**src/rtl/lsu_pkg.sv**
```systemverilog
// Shared encodings for the load/store unit.
//   - Access-size codes carried on req_size.
//   - FSM state codes used by load_store_unit.
//   - is_misaligned(): decides whether a request must bypass memory and
//     respond with an error.
package lsu_pkg;

  localparam logic [1:0] SZ_BYTE = 2'b00;
  localparam logic [1:0] SZ_HALF = 2'b01;
  localparam logic [1:0] SZ_WORD = 2'b10;

  localparam logic [1:0] ST_IDLE        = 2'd0;
  localparam logic [1:0] ST_ACCESS      = 2'd1;
  localparam logic [1:0] ST_MERGE_WRITE = 2'd2;
  localparam logic [1:0] ST_RESP        = 2'd3;

  // Size code 2'b11 is illegal and is reported the same way as a misalignment.
  function automatic logic is_misaligned(input logic [1:0] size,
                                         input logic [1:0] addr_lo);
    case (size)
      SZ_BYTE: return 1'b0;
      SZ_HALF: return addr_lo[0];
      SZ_WORD: return (addr_lo != 2'b00);
      default: return 1'b1;
    endcase
  endfunction

endpackage

```
**src/rtl/lsu_lane_align.sv**
```systemverilog
// Combinational lane logic for the load/store unit (little-endian lanes).
// Ports:
//   word        : word read from memory
//   size        : access size code (lsu_pkg SZ_*)
//   addr_lo     : byte offset within the word
//   is_unsigned : 1 = zero-extend loads, 0 = sign-extend
//   wdata       : right-aligned store data
//   load_data   : addressed lane, extended to DATA_WIDTH
//   merged_word : word with only the addressed lane replaced by wdata
module lsu_lane_align
  import lsu_pkg::*;
#(
  parameter int DATA_WIDTH = 32
) (
  input  logic [DATA_WIDTH-1:0] word,
  input  logic [1:0]            size,
  input  logic [1:0]            addr_lo,
  input  logic                  is_unsigned,
  input  logic [DATA_WIDTH-1:0] wdata,
  output logic [DATA_WIDTH-1:0] load_data,
  output logic [DATA_WIDTH-1:0] merged_word
);

  logic [4:0]            byte_sh;
  logic [4:0]            half_sh;
  logic [7:0]            lane_b;
  logic [15:0]           lane_h;
  logic [DATA_WIDTH-1:0] lane_mask;
  logic [DATA_WIDTH-1:0] lane_ins;

  assign byte_sh = {addr_lo, 3'b000};
  assign half_sh = {addr_lo[1], 4'b0000};

  always_comb begin
    lane_b = 8'(word >> byte_sh);
    lane_h = 16'(word >> half_sh);
    case (size)
      SZ_BYTE: begin
        load_data = {{(DATA_WIDTH-8){~is_unsigned & lane_b[7]}}, lane_b};
        lane_mask = DATA_WIDTH'(8'hFF) << byte_sh;
        lane_ins  = DATA_WIDTH'(wdata[7:0]) << byte_sh;
      end
      SZ_HALF: begin
        load_data = {{(DATA_WIDTH-16){~is_unsigned & lane_h[15]}}, lane_h};
        lane_mask = DATA_WIDTH'(16'hFFFF) << half_sh;
        lane_ins  = DATA_WIDTH'(wdata[15:0]) << half_sh;
      end
      default: begin
        load_data = word;
        lane_mask = '1;
        lane_ins  = wdata;
      end
    endcase
    merged_word = (word & ~lane_mask) | lane_ins;
  end

endmodule

```
**src/rtl/load_store_unit.sv**
```systemverilog
// Load/store unit: accepts one byte/half/word request at a time from the
// pipeline, sequences it against a single-port word memory with a
// combinational read, and returns a one-cycle response.
// Ports:
//   clk, reset (async, active-low)
//   req_*      : request handshake and fields (req_ready high only in IDLE)
//   resp_*     : one-cycle response pulse, extended load data, error flag
//   mem_*      : word-indexed memory port (read and write never together)
// Sub-word stores are read-modify-write: read in ACCESS, write the merged
// word in MERGE_WRITE.
module load_store_unit
  import lsu_pkg::*;
#(
  parameter int DATA_WIDTH   = 32,
  parameter int MEMORY_DEPTH = 8
) (
  input  logic                    clk,
  input  logic                    reset,
  input  logic                    req_valid,
  output logic                    req_ready,
  input  logic                    req_write,
  input  logic [1:0]              req_size,
  input  logic                    req_unsigned,
  input  logic [31:0]             req_addr,
  input  logic [DATA_WIDTH-1:0]   req_wdata,
  output logic                    resp_valid,
  output logic [DATA_WIDTH-1:0]   resp_rdata,
  output logic                    resp_error,
  output logic [MEMORY_DEPTH-1:0] mem_address,
  output logic [DATA_WIDTH-1:0]   mem_write_data,
  output logic                    mem_write,
  output logic                    mem_read,
  input  logic [DATA_WIDTH-1:0]   mem_read_data
);

  logic [1:0]              state_q, state_d;
  logic                    error_q, error_d;
  logic                    write_q, write_d;
  logic [1:0]              size_q, size_d;
  logic                    unsigned_q, unsigned_d;
  logic [MEMORY_DEPTH+1:0] addr_q, addr_d;
  logic [DATA_WIDTH-1:0]   wdata_q, wdata_d;
  logic [DATA_WIDTH-1:0]   word_q, word_d;

  logic                    accept;
  logic                    in_access;
  logic                    in_merge;
  logic                    word_store;
  logic [DATA_WIDTH-1:0]   load_data;
  logic [DATA_WIDTH-1:0]   merged_word;

  // Upper address bits are deliberately dropped: addresses wrap modulo memory.
  logic                    unused_addr_hi;
  assign unused_addr_hi = ^req_addr[31:MEMORY_DEPTH+2];

  assign in_access  = (state_q == ST_ACCESS);
  assign in_merge   = (state_q == ST_MERGE_WRITE);
  assign word_store = write_q & (size_q == SZ_WORD);
  assign accept     = req_valid & (state_q == ST_IDLE);

  lsu_lane_align #(
    .DATA_WIDTH (DATA_WIDTH)
  ) u_lane_align (
    .word        (mem_read_data),
    .size        (size_q),
    .addr_lo     (addr_q[1:0]),
    .is_unsigned (unsigned_q),
    .wdata       (wdata_q),
    .load_data   (load_data),
    .merged_word (merged_word)
  );

  always_comb begin
    state_d    = state_q;
    error_d    = error_q;
    write_d    = accept ? req_write                   : write_q;
    size_d     = accept ? req_size                    : size_q;
    unsigned_d = accept ? req_unsigned                : unsigned_q;
    addr_d     = accept ? req_addr[MEMORY_DEPTH+1:0]  : addr_q;
    wdata_d    = accept ? req_wdata                   : wdata_q;
    // word_q holds the extracted load result or, for a sub-word store,
    // the merged word to be written in MERGE_WRITE.
    word_d     = in_access ? (write_q ? merged_word : load_data) : word_q;
    case (state_q)
      ST_IDLE: begin
        if (req_valid) begin
          if (is_misaligned(req_size, req_addr[1:0])) begin
            state_d = ST_RESP;
            error_d = 1'b1;
          end else begin
            state_d = ST_ACCESS;
            error_d = 1'b0;
          end
        end
      end
      ST_ACCESS:      state_d = (write_q && !word_store) ? ST_MERGE_WRITE : ST_RESP;
      ST_MERGE_WRITE: state_d = ST_RESP;
      default:        state_d = ST_IDLE;
    endcase
  end

  always_ff @(posedge clk or negedge reset) begin
    if (!reset) begin
      state_q <= ST_IDLE;
      error_q <= 1'b0;
    end else begin
      state_q <= state_d;
      error_q <= error_d;
    end
  end

  always_ff @(posedge clk) begin
    write_q    <= write_d;
    size_q     <= size_d;
    unsigned_q <= unsigned_d;
    addr_q     <= addr_d;
    wdata_q    <= wdata_d;
    word_q     <= word_d;
  end

  // All memory/response outputs decode from state_q, so the asynchronous
  // reset of state_q drops mem_write immediately.
  assign req_ready      = reset & (state_q == ST_IDLE);
  assign resp_valid     = (state_q == ST_RESP);
  assign resp_error     = resp_valid & error_q;
  assign resp_rdata     = (resp_valid & ~error_q & ~write_q) ? word_q : '0;
  assign mem_write      = (in_access & word_store) | in_merge;
  assign mem_read       = in_access & ~word_store;
  assign mem_address    = (in_access | in_merge) ? addr_q[MEMORY_DEPTH+1:2] : '0;
  assign mem_write_data = mem_write ? (in_merge ? word_q : wdata_q) : '0;

endmodule
```
**config.mk**
```make
export PLATFORM = sky130hd
export DESIGN_NAME = load_store_unit
export DESIGN_NICKNAME = d
export VERILOG_FILES = /design/src/rtl/lsu_pkg.sv /design/src/rtl/lsu_lane_align.sv /design/src/rtl/load_store_unit.sv
export SDC_FILE = /design/constraint.sdc
export NUM_CORES = 1
export LEC_CHECK = 0
export ABC_AREA = 1
export BUFFER_PORTS_ARGS = -buffer_cell sky130_fd_sc_hd__buf_2
export CAP_MARGIN = 20
export CORE_ASPECT_RATIO = 0.75
export CORE_MARGIN = 2
export CORE_UTILIZATION = 34
export DETAILED_ROUTE_END_ITERATION = 6
export MAX_ROUTING_LAYER = met4
export SLEW_MARGIN = 20
export SYNTH_ARGS = -nofsm -noshare
export SYNTH_HDL_FRONTEND = slang
export SYNTH_SLANG_ARGS = --single-unit
```
**constraint.sdc**
```tcl
create_clock -name clk -period 2.3 [get_ports clk]
set_clock_uncertainty 0.2 [all_clocks]
set_input_delay 0.115 -clock clk [delete_from_list [all_inputs] [get_ports clk]]
set_output_delay 0.115 -clock clk [all_outputs]
set_load 0.02 [all_outputs]
```
Word level (Yosys, flattened, before mapping)
Index checks and enable logic that the tools add are counted.
{ "op_classes": {"muxes": 16, "n_eq_ne": 8, "shifts": 6, "n_reduce_logical": 7, "n_bitwise": 19} }
{ "ops": {"columns": ["op", "count"], "rows": [
  ["one-hot mux 32 bit (2 select lines)", 3],
  ["2-to-1 mux 32 bit", 4],
  ["AND 32 bit", 1],
  ["NOT 32 bit", 1],
  ["OR 32 bit", 1],
  ["<< shifter 16 x 5 -> 32 bit", 1],
  ["<< shifter 16 x 5 -> 32 bit, first input constant", 1],
  ["<< shifter 8 x 5 -> 32 bit", 1],
  ["<< shifter 8 x 5 -> 32 bit, first input constant", 1],
  [">> shifter 32 x 5 -> 16 bit", 1],
  [">> shifter 32 x 5 -> 8 bit", 1],
  ["AND 1 bit", 10],
  ["== test 2 bit, second input constant", 4],
  ["2-to-1 mux 8 bit", 1],
  ["== test 2 x 1 -> 1 bit, second input constant", 3],
  ["logical NOT 2 bit", 3],
  ["one-hot mux 2 bit (3 select lines)", 1],
  ["2-to-1 mux 1 bit", 4],
  ["2-to-1 mux 2 bit", 2],
  ["NOT 1 bit", 4],
  ["one-hot mux 1 bit (3 select lines)", 1],
  ["inequality test 2 bit, second input constant", 1],
  ["OR 1 bit", 2],
  ["AND reduction 2 bit", 1],
  ["3 further kinds", 3]
]} }
{ "word_totals": {"output_inout_bits": 77, "wordCells": 64, "register_bits": 81, "input_bits": 103} }

Depth between registers and ports, before layout
Gate-level depths: netlist (run 1).
{ "logic_depth": {"ltp_word": 7, "mapped_depth": 11, "mapped_depth_nobuf": 9} }

Cells and area by module
A second synthesis (run 1) with hierarchy kept.
{ "hier_totals": {"cells_unflattened": 638, "area_unflattened_um2": 5333.9} }
{ "modules_own_cells": {"columns": ["module", "area_per_inst_um2", "n_inst", "seq_area_each_um2", "cells_each"], "rows": [
  ["load_store_unit", 3990.1, 1, 2417.3, 355],
  ["lsu_lane_align", 1343.8, 1, 0.0, 283]
]} }

Worst setup path after synthesis (run 1)
No wires, ideal clock.
{ "synth_path": {"path_type": "register to output", "from": "register state_q[1]", "to": "output port mem_write_data[23]", "slack_ns": -0.373, "n_path_buf": 1, "t_required_ns": 1.985, "arrival_ns": 2.358, "path_stages_with_launch": 8, "path_cell_list": "dfrtp_1 -> inv_1 -> ha_1 -> nand4_1 -> nand2_1 -> inv_2 -> buf_2 -> a21oi_1"} }
{ "synth_via": {"elab_chain_cells": 4, "elab_cells_between_ends": 6} }
{ "synth_rtl": {"columns": ["item", "line_no", "text"], "rows": [
  ["start: declaration", "load_store_unit.sv:36", "logic [1:0] state_q, state_d;"],
  ["start signal: assignment", "load_store_unit.sv:107", "state_q <= state_d;"],
  ["== test 2 x 1 -> 1 bit", "load_store_unit.sv:56", "assign in_access = (state_q == ST_ACCESS);"],
  ["AND 1 bit", "load_store_unit.sv:127", "assign mem_write = (in_access & word_store) | in_merge;"],
  ["OR 1 bit (*)", "load_store_unit.sv:127", null],
  ["via mem_write", "load_store_unit.sv:31", "output logic mem_write,"],
  ["2-to-1 mux 32 bit (*)", "load_store_unit.sv:130", "assign mem_write_data = mem_write ? (in_merge ? word_q : wdata_q) : '0;"],
  ["end: declaration", "load_store_unit.sv:30", "output logic [DATA_WIDTH-1:0] mem_write_data,"]
]} }
The timed path passes the listed nets; every way through them passes the cells marked *.

Worst setup path after layout (run 1)
{ "layout_path": {"from": "register write_q", "to": "output port resp_rdata[25]"} }
{ "layout_via": {"elab_chain_cells": 3} }
{ "layout_rtl": {"columns": ["item", "line_no", "text"], "rows": [
  ["start: declaration", "load_store_unit.sv:38", "logic write_q, write_d;"],
  ["start signal: assignment", "load_store_unit.sv:113", "write_q <= write_d;"],
  ["NOT 1 bit", "load_store_unit.sv:126", "assign resp_rdata = (resp_valid & ~error_q & ~write_q) ? word_q : '0;"],
  ["AND 1 bit", "load_store_unit.sv:126", null],
  ["2-to-1 mux 32 bit", "load_store_unit.sv:126", null],
  ["end: declaration", "load_store_unit.sv:27", "output logic [DATA_WIDTH-1:0] resp_rdata,"]
]} }
Every way passes these cells.

==> results of run 1 <==
-- sequential cells by signal (all words and copies together), names as in the netlist --
signal	flops
size_q	2
word_q	32
unsigned_q	1
addr_q	10
write_q	1
state_q	2
error_q	1
wdata_q	32
-- metal layers --
layer | track usage [%] | part of all wire (%) | routed length, um | vias up
li1 | - | - | - | 2636
met1 | 33.6 | 50 | 8960 | 2407
met2 | 34.6 | 42 | 7590 | 225
met3 | 4.11 | 7.1 | 1290 | 20
met4 | 5.46 | 1.2 | 219 | 0
met5 | - | 0 | 0 | -
-- layout by cell type, fill, tap and decap left out, types with 12 or more instances in the layout --
master,count
a21oi_1,85
buf_2,157
buf_4,16
dlygate4sd3_1,65
edfxtp_1,78
inv_1,82
nand2_1,252
nand3_1,50
nand4_1,12
nor2_1,49
-- cells by family after synthesis --
logic type      count (synthesis)
fa+ha+maj                       5
simple gates                  377
compound gates                 95
buf+inv                       126
flops                          81
-- stage by stage --
step | setup TNS (ns) | cell area (sq um) | hold WS, ns
CTS | 0 | 7080 | 0.000158
global route | -0.0180 | 7140 | 0.0429
detailed placement | 0 | 6120 | -0.279
floorplan | 0 | 5090 | -0.381
global placement | 0 | 6120 | -0.279
finish | 0 | 7140 | -0.000379
-- worst max path at each step --
stage | to | startpoint | slack, ns | cells past startpoint
6_report | resp_rdata[25] | write_q$_DFFE_PP_ | 0.08 | 7
2_1_floorplan | addr_q[0]$_DFFE_PP_ | state_q[0]$_DFFE_PN0P_ | 0.01 | 4
3_3_place_gp | mem_write_data[8] | state_q[0]$_DFFE_PN0P_ | 0.30 | 7
5_1_grt | resp_rdata[25] | write_q$_DFFE_PP_ | -0.01 | 7
3_5_place_dp | mem_write_data[8] | state_q[0]$_DFFE_PN0P_ | 0.24 | 7
4_1_cts | mem_write_data[8] | state_q[0]$_DFFE_PN0P_ | 0.03 | 7
-- timing repair --
item / in CTS / in global routing
endpoints found under the setup margin: 32 / 49
pin swaps: 0 / 0
hold buffers: 65 / 0
hold endpoints to repair: 68 / 0
resized for setup: 5 / 13
cloned: 0 / 1
-- area by class of cell --
class / count / area [sq um] / share of cell area, %
well taps: 200 / 250 / 3.50
multi-input cells: 477 / 2150 / 30.2
flip-flops and latches: 81 / 2420 / 33.9
clock buffers: 9 / 225 / 3.15
inverters: 91 / 349 / 4.89
clock inverters: 7 / 68.8 / 0.964
repair buffers: 245 / 1680 / 23.5
-- critical path, stage by stage, from the launching register on --
cell and delay [ns]:
edfxtp_1 0.44, buf_4 0.21, inv_1 0.09, buf_6 0.15, nand3b_1 0.13, buf_4 0.22
nor2_1 0.11, buf_2 0.18
-- power by group --
part	leakage [nW]	internal (mW)	total, mW	switching, mW
clock network	0.146	0.766	1.43	0.666
logic	2.66	1.18	3.57	2.38
registers	0.760	2.16	2.49	0.328
total	3.56	4.11	7.49	3.38
==> impl_metrics.toml, run 1 <==
[detailed_routing]
vias = 5288
dr.pass1.iters = 5
wl_per_cell_um = 16.3
drt-total-wl_um = 18100
post_drt_via_cell_ratio = 4.76
postRouteAntennaNets = 0
first_iter_violations = 500
drc_errors = 0

[sta]
fmax_ghz = 0.450
slew_headroom_pct = 69.6
setup_ws_ns = 0.0784
timing.hold.ws_ns = -0.000379
report.final.setup_viol = 0
tightest_slew_ns = 0.454
min_period_ns = 2.22
min_period_over_period_pct = 96.6
finalMaxSlewViolations = 0
finalHoldViolCount = 1
rsz0062_at_grt = "yes"

[place]
dpl.hpwl_um = 12700
finalWeightedCongestion = 0.958
dp_worst_setup_slack_ns = 0.243
port_buffers = 157
dpl.cell_count = 1028

[floorplanning]
coreArea_sq_um = 14500
rows = 38
ios = 180
die_w_um = 145
dieArea_sq_um = 15900
initial_core_util_pct = 35.0
die_h_um = 110

[power]
peakVddDrop_uv = 649
p_total_mw = 7.49
leakagePower_nw = 3.56
p_per_area_nw_per_um2 = 1050

[global_routing]
antenna_found_initial = 0
grt_first_pass_wirelength_um = 27700
track_usage_pct = 23.4
grt_pass1_vias = 4929
grt_start_max_net_pins = 35
overflow = 0

[synth]
synth_common_cells = "253 x nand2_1, 85 x a21oi_1, 84 x inv_1, 78 x edfxtp_1, 50 x nand3_1"
post-synth-top-count-cell = "nand2_1"
synthSimpleGateAreaFrac_pct = 31.1
synth_mux_area_share_pct = 0
synth_area_leaders = "edfxtp_1 46%, nand2_1 19%, a21oi_1 8.4%"
syn_area_sq_um = 5070
synthArstFlopShare_pct = 3.70
synth_top_family_by_area = "simple AND/OR/NAND/NOR gates"
syn-num-nets = 792
yosys.area.top_type = "edfxtp_1"
ys_seq_area_share_pct = 47.6
synth_cell_type_count = 26
ys_seq_elements = 81
synth-xor-area-share_pct = 0
synth_compound_area_share_pct = 9.74
synth_edf_count = 78
synth_warnings = 0
ys.flop_type = "edfxtp_1"
synth_adder_area_share_pct = 1.23
netlist_instances = 684
yosysTopAreaCellShare_pct = 46.2
synth_area_per_cell_sq_um = 7.42

[worst_setup_path]
crit_fanout = 12
end_kind = "primary output"
r2r-end = "word_q[15]$_DFFE_PN_"
cp.arrival_ns = 1.91
r2r-start = "addr_q[1]$_DFFE_PP_"
startpoint_type = "register"
reg2reg_depth = 8
crit_type = "register to primary output"
crit_required_ns = 1.99
rrSetupSlack_ns = 0.28

[final_layout]
layout-drive-gt1-share_pct = 24.2
n_antenna_cell = 0
finalNonFillerCells = 1110
syn_to_final_growth_pct = 40.8
fin_util_pct = 49.2
nets = 1013
nFillCells = 1444

[clock_tree]
cts_buffers = 9
cts_buffer_depth = 2
post_cts_buffers = 0
cts_tree = "yes"
cts-root-buf = "clkbuf_16"
clock_latency_ns = 0.35
htree_levels = 3
cts_sinks = 81
path_clk_slew_ns = 0.07

[status]
outcome = "finished with violations"
violations = "negative hold slack"

[hold_path]
hold_start = "mem_read_data[14]"
min_to = "word_q[14]$_DFFE_PN_"
hold_path_depth = 5
hold_path.class = "input pin to register"

[run]
drv_cap = 0
Power figures use the tool's default switching activity.
==> inputs of run 2 (changes only) <==
--- a/config.mk
+++ b/config.mk
@@ -5,14 +5,12 @@
 export SDC_FILE = /design/constraint.sdc
 export NUM_CORES = 1
 export LEC_CHECK = 0
-export ABC_AREA = 1
 export BUFFER_PORTS_ARGS = -buffer_cell sky130_fd_sc_hd__buf_2
 export CAP_MARGIN = 20
 export CORE_ASPECT_RATIO = 0.75
 export CORE_MARGIN = 2
 export CORE_UTILIZATION = 34
 export DETAILED_ROUTE_END_ITERATION = 6
-export MAX_ROUTING_LAYER = met4
 export SLEW_MARGIN = 20
 export SYNTH_ARGS = -nofsm -noshare
 export SYNTH_HDL_FRONTEND = slang
==> run 2 against run 1 <==
Highest routed layer unchanged; register-to-register slack got worse by 0.15 ns; the run still ends with negative hold slack left; core utilization increased by 1.7 points; synthesized cell count decreased by 36%; via count decreased by 16%; non-clock buffer count increased by 18; clock power about the same; clock-buffer cell count unchanged; hold slack got worse by 0.015 ns; largest cell class unchanged; first-iteration DRC count decreased by 42%; critical path depth decreased by 1; routed wire length decreased by 12%; sequential power decreased by 2%.
==> impl_metrics.toml, run 2 <==
[status]
outcome = "finished with violations"
violations = "negative hold slack"

[detailed_routing]
drt-total-wl_um = 15800
postRouteAntennaNets = 0
wl_per_cell_um = 18.3
first_iter_violations = 290
drc_errors = 0
vias = 4429
post_drt_via_cell_ratio = 5.13
dr.pass1.iters = 5

[place]
port_buffers = 157
dpl_cell_area_sq_um = 5970
finalWeightedCongestion = 0.859
dpl.hpwl_um = 11500

[clock_tree]
cts_sinks = 81
clock_latency_ns = 0.35
cts_tree = "yes"
cts_buffer_depth = 2
path_clk_slew_ns = 0.07
cts_buffers = 9
htree_levels = 3
cts-root-buf = "clkbuf_16"

[sta]
min_period_over_period_pct = 94.7
finalHoldViolCount = 1
tightest_slew_ns = 0.535
report.final.setup_viol = 0
rsz0062_at_grt = "no"
finalSetupTns_ns = 0
finalMaxSlewViolations = 0
fmax_ghz = 0.459
min_period_ns = 2.18
timing.hold.ws_ns = -0.0152
slew_headroom_pct = 64.3

[global_routing]
grt_first_pass_wirelength_um = 24100
grt_start_max_net_pins = 35
overflow = 0
antenna_found_initial = 0
grt_pass1_vias = 4337
track_usage_pct = 20.8

[synth]
yosysTopAreaCellShare_pct = 48.0
yosys.area.top_type = "edfxtp_1"
synthArstFlopShare_pct = 3.70
post-synth-top-count-cell = "edfxtp_1"
synth_edf_count = 78
synth_common_cells = "78 x edfxtp_1, 54 x mux2i_1, 51 x nor2_1, 42 x and2_1, 38 x nand2_1"
ys_seq_elements = 81
synth_area_leaders = "edfxtp_1 48%, mux2i_1 11%, and2_1 5.4%"
ys_seq_area_share_pct = 49.6
ys.flop_type = "edfxtp_1"
synth_cell_type_count = 50
syn_area_sq_um = 4880
syn-num-nets = 547
netlist_instances = 439
synth_warnings = 0
synth_area_per_cell_sq_um = 11.1

[worst_setup_path]
crit_type = "register to primary output"
startpoint_type = "register"
cp.arrival_ns = 1.86
end_kind = "primary output"
crit_fanout = 18
crit_required_ns = 1.99

[final_layout]
fin_area_sq_um = 7060
layout_commonest_cell = "buf_2"
layout-drive-gt1-share_pct = 34.5
fin_util_pct = 51.0
nets = 792
layout_common_cells = "155 x buf_2, 78 x edfxtp_1, 70 x dlygate4sd3_1, 54 x mux2i_1, 51 x nor2_1"
n_antenna_cell = 0
syn_to_final_growth_pct = 44.7
reg_top3 = "wdata_q: 32 flops, word_q: 32 flops, addr_q: 10 flops"

[floorplanning]
dieArea_sq_um = 15300
die_h_um = 108
ios = 180
die_w_um = 142
coreArea_sq_um = 13800
initial_core_util_pct = 35.2
rows = 37

[hold_path]
hold_path.class = "input pin to register"

[power]
p_per_area_nw_per_um2 = 1040
leakagePower_nw = 3.05
total_switching_power_mw = 3.03
pwr-share-comb_pct = 47.2
p_clk_share_pct = 19.5
swShare_pct = 41.2
internal_power_mw = 4.32
peakVddDrop_uv = 578
seq_power_share_pct = 33.3

[run]
drv_cap = 0
## run 2: cell count changes in the layout (fill, tap and decap cells not counted), sizes merged, moves of 42 or more
cell and change:
a21oi -70, and2 +42, inv -84, mux2i +54, nand2 -214, nand3 -45
## run 2: kinds of logic (layout without fill, tap and decap cells)
kind of cell | count (synthesis) | count (layout) | synth area share (%)
and+or+nand+nor | 164 | 164 | 16.8
AOI/OAI and AO/OA | 95 | 95 | 16.1
DFF | 81 | 81 | 49.6
muxes | 58 | 58 | 12.2
buffers and inverters | 36 | 286 | 4.11
adders and majority gates | 5 | 5 | 1.28
## run 2: power by group through the flow
stage	Clock (mW)	Combinational (mW)	Sequential, mW
final	1.43	3.47	2.45
after CTS	1.47	3.42	2.45
after global routing	1.51	3.80	2.50
after global placement	0	3.26	2.48
after floorplan	0	2.29	2.34
after detailed placement	0	3.31	2.48
## run 2: worst paths after layout
path | startpoint | end | slack, ns | depth (start not counted)
max in group asynchronous | reset | state_q[0]$_DFFE_PN0P_ | 1.31 | 3
worst max-delay path | state_q[0]$_DFFE_PN0P_ | mem_write_data[4] | 0.12 | 6
worst max register to register | addr_q[1]$_DFFE_PP_ | word_q[4]$_DFFE_PN_ | 0.13 | 5
worst min register to register | error_q$_DFFE_PN0P_ | error_q$_DFFE_PN0P_ | 0.39 | 1
min in group asynchronous | reset | state_q[1]$_DFFE_PN0P_ | 0.44 | 3
worst min-delay path | mem_read_data[26] | word_q[26]$_DFFE_PN_ | -0.02 | 3
## run 2: repair_timing
action                                  4_1_cts  5_1_grt
hold buffers                                 70        0
pin swaps                                     1        2
resized for setup                             0       15
setup buffers                                 2        3
endpoints found under the setup margin        4       63
hold endpoints to repair                     72        0
## run 2: layout make-up
cell class	count	area, sq um
well taps	175	219
clock buffers	9	225
repair buffers	263	1790
flip-flops and latches	81	2420
clock inverters	7	67.6
inverters	7	30.0
fillers	1245	6790
multi-input cells	322	2310
## run 2: layer usage
metal  up-vias  track usage, %  share of wire, %
met5         -               0                 0
met4         0            4.00              0.73
met3        10            4.80               7.1
met2       152            32.7                45
met1      2122            29.5                47
li1       2145               -                 -
## run 2: metrics by stage
stage / instances / total power, mW / worst slack (ns)
final: 864 / 7.35 / 0.122
after global routing: 864 / 7.80 / 0.0168
after CTS: 861 / 7.35 / 0.000310
after detailed placement: 773 / 5.79 / 0.00897
after global placement: 773 / 5.73 / 0.0320
after floorplan: 439 / 4.63 / 0.0838
## run 2: worst max-delay path: stages (launching register included)
cell     delay, ns
dfrtp_1       0.43
inv_1         0.12
ha_2          0.26
buf_8         0.23
mux2i_1       0.24
nor2_1        0.06
buf_2         0.16
==> inputs of run 3 (changes only) <==
--- a/config.mk
+++ b/config.mk
@@ -11,6 +11,7 @@
 export CORE_MARGIN = 2
 export CORE_UTILIZATION = 34
 export DETAILED_ROUTE_END_ITERATION = 6
+export SETUP_SLACK_MARGIN = 0.4
 export SLEW_MARGIN = 20
 export SYNTH_ARGS = -nofsm -noshare
 export SYNTH_HDL_FRONTEND = slang
==> run 3 against run 2 <==
The run still ends with negative hold slack left; hold slack better by 0.0049 ns; power up 20%; routed wire length grew 13%; clock-buffer cell count did not move; die area unchanged; critical endpoint is now mem_write_data[8]; largest cell class is now multi-input gates.
==> impl_metrics.toml, run 3 (same netlist as run 2, synthesis figures left out) <==
[status]
outcome = "finished with violations"
violations = "negative hold slack"

[power]
peakVddDrop_uv = 613
p_per_area_nw_per_um2 = 1060
leakagePower_nw = 3.46

[global_routing]
grt_first_pass_wirelength_um = 25300
grt_pass1_vias = 4566
antenna_found_initial = 0
overflow = 0
track_usage_pct = 22.1
grt_start_max_net_pins = 33

[clock_tree]
cts_buffer_depth = 2
cts-root-buf = "clkbuf_16"
cts_tree = "yes"
htree_levels = 3
clock_latency_ns = 0.35
cts_buffers = 9
path_clk_slew_ns = 0.07
cts_sinks = 81

[final_layout]
fin_area_sq_um = 8330
reg_top3 = "wdata_q: 32 flops, word_q: 32 flops, addr_q: 10 flops"
layout_commonest_cell = "buf_2"
n_antenna_cell = 0
layout-drive-gt1-share_pct = 50.6
nets = 828
layout_common_cells = "89 x buf_2, 78 x edfxtp_1, 72 x dlygate4sd3_1, 72 x buf_4, 49 x buf_6"
syn_to_final_growth_pct = 70.9

[floorplanning]
die_w_um = 142
dieArea_sq_um = 15300
initial_core_util_pct = 35.2
ios = 180
coreArea_sq_um = 13800
rows = 37
die_h_um = 108

[sta]
tightest_slew_ns = 0.544
report.final.setup_viol = 0
fmax_ghz = 0.473
min_period_ns = 2.12
finalMaxSlewViolations = 0
finalSetupTns_ns = 0
rsz0062_at_grt = "yes"
slew_headroom_pct = 63.7
min_period_over_period_pct = 92.0
timing.hold.ws_ns = -0.0103
finalHoldViolCount = 1

[place]
dpl.hpwl_um = 11400
dpl_cell_area_sq_um = 5990
port_buffers = 157
finalWeightedCongestion = 0.864

[detailed_routing]
vias = 4743
dr.pass1.iters = 4
post_drt_via_cell_ratio = 5.27
drt-total-wl_um = 17800
first_iter_violations = 329
drc_errors = 0
postRouteAntennaNets = 0
wl_per_cell_um = 19.8

[worst_setup_path]
reg2reg_depth = 6
startpoint_type = "register"
crit_type = "register to primary output"
crit_required_ns = 1.99
end_kind = "primary output"
crit_fanout = 10
cp.arrival_ns = 1.80

[hold_path]
hold_path.class = "input pin to register"
hold_path_depth = 3

[run]
drv_cap = 0
-- run 3: changes by cell type in the layout (fill, tap and decap cells not counted), sizes merged --
cell,previous run,this run
clkinv,1,3
inv,11,9
bufinv,0,1
dlygate4sd3,70,72
buf,193,223
bufbuf,0,2
clkbuf,9,11
clkinvlp,2,1
-- run 3: final cells by class --
| type | count | area [sq um] |
|---|---|---|
| fillers | 1119 | 5510 |
| multi-input cells | 322 | 2730 |
| repair buffers | 299 | 2630 |
| flip-flops and latches | 81 | 2420 |
| clock buffers | 9 | 225 |
| well taps | 175 | 219 |
| clock inverters | 7 | 82.6 |
| inverters | 7 | 31.3 |
-- run 3: per-stage QoR --
stage	instances	total power [mW]	utilization [%]	hold WS, ns	worst slack [ns]
CTS	887	7.97	55.4	0.0129	0.189
detailed placement	771	5.82	43.3	-0.281	0.0508
finish	900	8.82	60.2	-0.0103	0.185
global route	900	9.23	60.2	0.0196	0.0931
floorplan	439	4.66	-	-0.381	0.155
global placement	771	5.76	43.3	-0.281	0.0967
-- run 3: timing repair --
item	in CTS	in global routing
cloned	6	3
setup endpoints to repair	106	107
hold endpoints to repair	75	0
setup buffers	22	10
pin swaps	26	30
gates resized for setup	106	158
hold buffers	72	0
-- run 3: per-layer routing --
metal / track usage (%) / up-vias / part of all wire [%]
met1: 30.4 / 2312 / 44
met3: 4.45 / 20 / 7.2
li1: - / 2212 / -
met2: 35.5 / 199 / 47
met5: 0 / - / 0
met4: 5.79 / 0 / 1.2
-- run 3: critical path, cell delays in order, from the launching register on --
cell and delay, ns:
edfxtp_1 0.42, clkinv_2 0.10, nor3_4 0.24, a21oi_4 0.09
buf_4 0.15, buf_12 0.14, nor2_1 0.13, buf_4 0.16
-- run 3: final timing paths --
path / slack, ns / to / startpoint
worst max-delay path: 0.18 / mem_write_data[8] / size_q[1]$_DFFE_PP_
worst min-delay path: -0.01 / word_q[24]$_DFFE_PN_ / mem_read_data[24]
worst max register to register: 0.20 / word_q[9]$_DFFE_PN_ / addr_q[0]$_DFFE_PP_
worst min register to register: 0.38 / state_q[1]$_DFFE_PN0P_ / state_q[1]$_DFFE_PN0P_
max in group asynchronous: 1.29 / state_q[1]$_DFFE_PN0P_ / reset
min in group asynchronous: 0.46 / state_q[0]$_DFFE_PN0P_ / reset
-- run 3: power by group --
group / internal (mW) / switching [mW]
clock: 0.861 / 0.653
combinational: 2.32 / 2.48
sequential: 2.17 / 0.334
total: 5.34 / 3.47
